--- src/rtl/memory_access_unit.sv ---
// Load/store sequencer: computes base+offset, issues one held memory request, returns byte/word data.
// Optional MEM_ALIGN_CHECK_EN: misaligned word accesses fault instead of being silently aligned.
module memory_access_unit #(
    parameter int WORD = 16
) (
    input  logic            clk_i,
    input  logic            rst_n_i,
    input  logic            start_i,
    input  logic            we_i,
    input  logic            byte_i,
    input  logic            pre_i,
    input  logic [WORD-1:0] base_i,
    input  logic [WORD-1:0] offset_i,
    input  logic [WORD-1:0] wdata_i,
    input  logic            mem_ack_i,
    input  logic [WORD-1:0] mem_rdata_i,
    output logic            mem_req_o,
    output logic            mem_we_o,
    output logic [1:0]      mem_be_o,
    output logic [WORD-1:0] mem_addr_o,
    output logic [WORD-1:0] mem_wdata_o,
    output logic [WORD-1:0] rdata_o,
    output logic [WORD-1:0] addr_upd_o,
    output logic            busy_o,
    output logic            done_o,
    output logic            fault_o
);

    typedef enum logic [1:0] {IDLE, REQ, DONE} state_e;

    state_e          state_q, state_d;
    logic            we_q, we_d;
    logic            byte_q, byte_d;
    logic            fault_q, fault_d;
    logic [WORD-1:0] wdata_q, wdata_d;
    logic [WORD-1:0] ea_q, ea_d;
    logic [WORD-1:0] upd_q, upd_d;
    logic [WORD-1:0] rdata_q, rdata_d;

    logic [WORD-1:0] upd_sum;
    logic [WORD-1:0] ea_raw;
    logic [WORD-1:0] wdata_lane;
    logic [WORD-1:0] rdata_lane;

    // Carry out of the add is dropped by the WORD-wide result.
    assign upd_sum = base_i + offset_i;
    assign ea_raw  = pre_i ? upd_sum : base_i;

    always_comb begin
        wdata_lane = '0;
        if (byte_i) begin
            wdata_lane[15:8] = wdata_i[7:0];
            wdata_lane[7:0]  = wdata_i[7:0];
        end else begin
            wdata_lane = wdata_i;
        end
    end

    always_comb begin
        rdata_lane = '0;
        if (byte_q) begin
            rdata_lane[7:0] = ea_q[0] ? mem_rdata_i[15:8] : mem_rdata_i[7:0];
        end else begin
            rdata_lane = mem_rdata_i;
        end
    end

    always_comb begin
        state_d = state_q;
        we_d    = we_q;
        byte_d  = byte_q;
        fault_d = fault_q;
        wdata_d = wdata_q;
        ea_d    = ea_q;
        upd_d   = upd_q;
        rdata_d = rdata_q;
        case (state_q)
            IDLE: begin
                if (start_i) begin
                    we_d    = we_i;
                    byte_d  = byte_i;
                    wdata_d = wdata_lane;
                    upd_d   = upd_sum;
                    ea_d    = ea_raw;
                    fault_d = 1'b0;
                    state_d = REQ;
`ifdef MEM_ALIGN_CHECK_EN
                    if (!byte_i && ea_raw[0]) begin
                        fault_d = 1'b1;
                        state_d = DONE;
                    end
`else
                    if (!byte_i) ea_d[0] = 1'b0;
`endif
                end
            end
            REQ: begin
                if (mem_ack_i) begin
                    state_d = DONE;
                    if (!we_q) rdata_d = rdata_lane;
                end
            end
            DONE:    state_d = IDLE;
            default: state_d = IDLE;
        endcase
    end

    always_ff @(posedge clk_i or negedge rst_n_i) begin
        if (!rst_n_i) begin
            state_q <= IDLE;
            we_q    <= 1'b0;
            byte_q  <= 1'b0;
            fault_q <= 1'b0;
            wdata_q <= '0;
            ea_q    <= '0;
            upd_q   <= '0;
            rdata_q <= '0;
        end else begin
            state_q <= state_d;
            we_q    <= we_d;
            byte_q  <= byte_d;
            fault_q <= fault_d;
            wdata_q <= wdata_d;
            ea_q    <= ea_d;
            upd_q   <= upd_d;
            rdata_q <= rdata_d;
        end
    end

    // Strobes are qualified by REQ so nothing reaches memory outside a request.
    assign mem_req_o   = (state_q == REQ);
    assign mem_we_o    = mem_req_o && we_q;
    assign mem_be_o    = !mem_req_o ? 2'b00 :
                         !byte_q    ? 2'b11 :
                         ea_q[0]    ? 2'b10 : 2'b01;
    assign mem_addr_o  = ea_q;
    assign mem_wdata_o = wdata_q;
    assign rdata_o     = rdata_q;
    assign addr_upd_o  = upd_q;
    assign busy_o      = (state_q != IDLE);
    assign done_o      = (state_q == DONE) && !fault_q;
    assign fault_o     = (state_q == DONE) && fault_q;

endmodule
--- config.mk ---
export PLATFORM = sky130hd
export DESIGN_NAME = memory_access_unit
export DESIGN_NICKNAME = d
export VERILOG_FILES = /design/src/rtl/memory_access_unit.sv
export SDC_FILE = /design/constraint.sdc
export NUM_CORES = 1
export LEC_CHECK = 0
export ABC_CLOCK_PERIOD_IN_PS = 3000
export CORE_ASPECT_RATIO = 0.75
export CORE_MARGIN = 3
export CORE_UTILIZATION = 28
export DETAILED_ROUTE_END_ITERATION = 8
export PLACE_DENSITY = 0.61
export SETUP_SLACK_MARGIN = 0.4
export SYNTH_ARGS = -nofsm -noshare
export SYNTH_HDL_FRONTEND = slang
export SYNTH_SLANG_ARGS = --single-unit
--- constraint.sdc ---
create_clock -name clk_i -period 3 [get_ports clk_i]
set_input_delay 0.45 -clock clk_i [delete_from_list [all_inputs] [get_ports clk_i]]
set_output_delay 0.45 -clock clk_i [all_outputs]
set_load 0.02 [all_outputs]
Word-level counts from Yosys, hierarchy flattened
Index checks and enable logic that the tools add are counted.
- input bits: 71
- flip-flop bits (word level): 68
- logic and storage cells: 31
- reductions and logical operators: 6
- equal/unequal tests: 4
- bitwise operators: 1
- multiplexer cells: 12
- add/subtract/negate cells: 1
- operator list (kind ; number):
    2-to-1 mux 16 bit ; 2
    2-to-1 mux 8 bit ; 3
    adder 16 bit ; 1
    2-to-1 mux 2 bit ; 5
    inequality test 2 bit, second input constant ; 2
    case mux 2 bit (2 select lines) ; 1
    AND reduction 2 bit ; 2
    AND reduction 3 bit ; 1
    equality test 2 x 1 -> 1 bit, second input constant ; 1
    equality test 2 bit, second input constant ; 1
    zero test 2 bit ; 1
    nonzero test 2 bit ; 1
    logical AND 1 bit ; 1
    2-to-1 mux 1 bit ; 1
    inverter 1 bit ; 1

Depth between registers and ports, before layout
- depth after elaboration: 3
- mapped depth: 9

Worst setup path after synthesis
Ideal clock, no wire load.
- path kind: in2reg
- start: input port base_i[0]
- end: register ea_q[10], in the netlist mem_addr_o[10]
- setup slack: 0.544 ns
- data required time: 2.879 ns
- cell stages on the path: 9
- arrival time: 2.335 ns
- library setup time: 0.121 ns
- path through: ha_1 > fa_1 > a21o_1 > a221oi_2 > o21ai_0 > a31oi_1 > xor2_1 > nor2_1 > o22a_1
- word-level cells in the longest chain between the ends: 2
- RTL lines (element ; line ; RTL):
    start: declaration ; 12 ; input logic [WORD-1:0] base_i,
    adder 16 bit ; 46 ; assign upd_sum = base_i + offset_i;
    2-to-1 mux 16 bit ; 47 ; assign ea_raw = pre_i ? upd_sum : base_i;
    end signal: assignment ; 115 ; ea_q <= '0;
    end signal: assignment ; 124 ; ea_q <= ea_d;
    end: declaration ; 36 ; logic [WORD-1:0] ea_q, ea_d;
No other way between the ends.
A chain may end at the register's enable or synchronous reset.

Worst setup path in the final report
- start: input port offset_i[0]
- end: register ea_q[6], in the netlist mem_addr_o[6]
- word-level cells in the longest chain between the ends: 2
- RTL lines (element ; line ; RTL):
    start: declaration ; 13 ; input logic [WORD-1:0] offset_i,
    adder 16 bit ; 46 ;
    2-to-1 mux 16 bit ; 47 ;
No other way between the ends.

==> impl_metrics.json <==
{
  "num-fill-cells": 1152,
  "first_global_vias": 3537,
  "yosysSeqAreaShare_pct": 47.64,
  "hold_viol": 0,
  "grt_overflow_total": 0,
  "antenna_cells": 0,
  "rows": 35,
  "grt_pass1_wl_mm": 17.97,
  "pre_cts_ws_ps": -200.7,
  "numCtsBuffers": 9,
  "routed_wl_mm": 11.06,
  "cap_violations": 0,
  "h-tree-depth": 3,
  "ys_types": 40,
  "antenna_found_initial": 0,
  "arrival_ps": 2730,
  "detail-route-antenna-nets": 0,
  "initial_core_util_pct": 28.82,
  "netlist_area_um2": 3572,
  "slowest_stage": "fa_2",
  "cts_root_buf": "clkbuf_16",
  "place_inst": 687,
  "cts.path.max_buffers": 2,
  "gp_congestion": 0.8750,
  "p_per_area_nw_per_um2": 911.1,
  "holdWs_ps": 179.4,
  "status": "completed",
  "period_needed_ps": 2507,
  "coreArea_um2": 12390,
  "endpoint_kind": "flop",
  "syn_nets": 473,
  "crit_chain": "dlygate4sd2_1, ha_2, fa_2, a21o_1, a221oi_4, buf_4, buf_4, buf_4, xor2_1, nor2_1, a211o_1, o21a_1",
  "tritoncts": "done",
  "vias_per_cell": 4.695,
  "finish.utilization_pct": 45.35,
  "nNetsFinal": 622,
  "worst_pin_slew_ps": 973.5,
  "clock_latency_ps": 330,
  "ioPinCount": 142,
  "dr_total_vias": 3315,
  "syn_to_final_growth_pct": 57.34,
  "die-height_um": 103.8,
  "skew_ps": 6.720,
  "hp-class": "in -> async",
  "drc": 0,
  "rsz0062_at_grt": "true",
  "fp.dieArea_um2": 14160,
  "power_mw": 5.121,
  "critPathMaxFanout": 2,
  "drt-pass1-iter-count": 4,
  "drt_iter0_drc": 143,
  "cp-start-kind": "primary input",
  "cpPeakStageDelay_ps": 360,
  "synth_warnings": 0,
  "dpl_cell_area_um2": 5215,
  "setup-violations-final": 0,
  "drive_gt1_share_pct": 8.704,
  "cp_common_cell": "buf_4",
  "io_buffers": 140,
  "slew_headroom_pct": 35.10,
  "clkTransAtPathRegs_ps": 60,
  "grt_max_degree": 39,
  "p_leak_nw": 2.521,
  "synth-seq-cells": 68,
  "holdBufCountCts": 0,
  "max_freq_ghz": 0.3988,
  "path_class": "in -> reg",
  "period_share_pct": 83.58,
  "die_w_um": 136.4,
  "drv_slew": 0,
  "fin_area_um2": 5620,
  "grt_use_total_pct": 15.91,
  "synth.avg_cell_area_um2": 9.254,
  "wl_per_cell_um": 15.67,
  "clock-sinks": 68,
  "dp_hpwl_mm": 8.146,
  "vdd_drop_max_mv": 0.4565,
  "critPathRequiredTime_ps": 3220,
  "worst_slack_ps": 492.6,
  "netlist_instances": 386,
  "finalSetupTns_ps": 0,
  "fin_cells": 706
}
[timing repair]
| action | in CTS | in global routing |
|---|---|---|
| hold endpoints to repair | 0 | 0 |
| setup buffers | 1 | 2 |
| setup endpoints to repair | 9 | 8 |
| pin swaps | 8 | 6 |
| gates resized for setup | 9 | 6 |
[cells by family after synthesis]
family | after synthesis | share of synthesized area, %
compound gates | 100 | 16.43
xor+xnor | 16 | 3.923
fa+ha+maj | 16 | 5.814
buf+inv | 23 | 2.942
flops | 68 | 47.64
mux | 20 | 5.674
other cells | 1 | 0.1050
simple gates | 142 | 17.48
[per-layer routing]
metal	vias to the layer above	track usage [%]	part of all wire, %
met5	-	0	0
met4	0	3.165	0.80
met3	11	5.340	7.4
met2	118	24.91	46
met1	1567	21.49	46
li1	1619	-	-
[final timing paths]
kind                                start             end  slack, ps  cells past startpoint
max                           offset_i[0]   mem_addr_o[6]        490                     12
min                               rst_n_i      rdata_o[5]        180                      1
max reg2reg                    state_q[0]      rdata_o[3]       1150                      5
min reg2reg                mem_wdata_o[7]  mem_wdata_o[7]        470                      2
max in group asynchronous         rst_n_i  mem_wdata_o[9]       2140                      2
min in group clk_i         mem_wdata_o[7]  mem_wdata_o[7]        470                      2
[state kept, by name (all words and copies together), names as in the netlist]
register and flops:
rdata_o 16, mem_wdata_o 16, mem_addr_o 16, state_q 2, we_q 1, addr_upd_o 16
byte_q 1
[critical path, delay by kind of cell]
kind            cells  cell delay [ps]
simple gates        1               60
xor+xnor            1              190
fa+ha+maj           2              550
compound gates      4              890
buf+inv             4              600
[power by group]
group          total, mW  internal [mW]  switching (mW)
combinational       2.36           1.13            1.22
sequential          1.61           1.33           0.273
clock               1.16          0.748           0.408
[layout make-up]
type	instances	area [µm²]	share of cell area [%]
clock inverters	6	87.58	1.558
multi-input cells	295	1822	32.41
flip-flops and latches	68	1702	30.28
repair buffers	156	1544	27.47
clock buffers	10	239.0	4.252
inverters	5	18.77	0.3339
well taps	166	207.7	3.695
[cells in the mapped netlist (all sizes together)]
| cell type | number | area (µm²) |
|---|---|---|
| a221oi | 1 | 15.01 |
| nor4 | 1 | 12.51 |
| a21o | 8 | 61.31 |
| nand2b | 11 | 68.82 |
| o21bai | 1 | 7.510 |
| dfrtp | 68 | 1702 |
| xnor2 | 7 | 61.31 |
| o21ai | 43 | 215.2 |
| o21a | 5 | 37.54 |
| o22a | 3 | 26.28 |
| buf | 4 | 33.78 |
| nand4 | 3 | 18.77 |
| nand3b | 1 | 7.510 |
| fa | 1 | 20.02 |
| mux2 | 2 | 22.52 |
| a31oi | 2 | 12.51 |
| a211o | 2 | 17.52 |
| a31o | 1 | 8.760 |
| nor2 | 24 | 90.09 |
| and2 | 3 | 20.02 |
| conb | 1 | 3.750 |
| clkbuf | 14 | 52.55 |
| o211a | 1 | 10.01 |
| and3 | 7 | 43.79 |
| nand2 | 82 | 307.8 |
| nor2b | 3 | 18.77 |
| ha | 15 | 187.7 |
| a21oi | 29 | 145.1 |
| xor2 | 9 | 78.83 |
| inv | 5 | 18.77 |
| nor3 | 2 | 10.01 |
| mux2i | 18 | 180.2 |
| nand3 | 4 | 20.02 |
| or3 | 1 | 6.260 |
| o211ai | 4 | 30.03 |
[layout by cell type (no fill, tap or decap), types with 3 or more instances in the layout]
| master | Yosys | final |
|---|---|---|
| clkdlybuf4s50_1 | 0 | 134 |
| nand2_1 | 82 | 81 |
| dfrtp_1 | 68 | 68 |
| o21ai_0 | 40 | 39 |
| a21oi_1 | 29 | 29 |
| nor2_1 | 24 | 24 |
| mux2i_1 | 18 | 18 |
| buf_4 | 1 | 14 |
| ha_1 | 15 | 12 |
| nand2b_1 | 11 | 11 |
| xor2_1 | 9 | 9 |
| clkbuf_16 | 0 | 9 |
| a21o_1 | 7 | 7 |
| and3_1 | 7 | 7 |
| xnor2_1 | 7 | 7 |
| inv_1 | 5 | 5 |
| o21a_1 | 5 | 5 |
| nand3_1 | 4 | 4 |
| o211ai_1 | 4 | 4 |
| nor2b_1 | 3 | 3 |
| nand4_1 | 3 | 3 |
| o21ai_1 | 3 | 3 |
| o22a_1 | 3 | 3 |
| clkinvlp_4 | 0 | 3 |
Note: power is estimated with default switching activity, not from simulation.
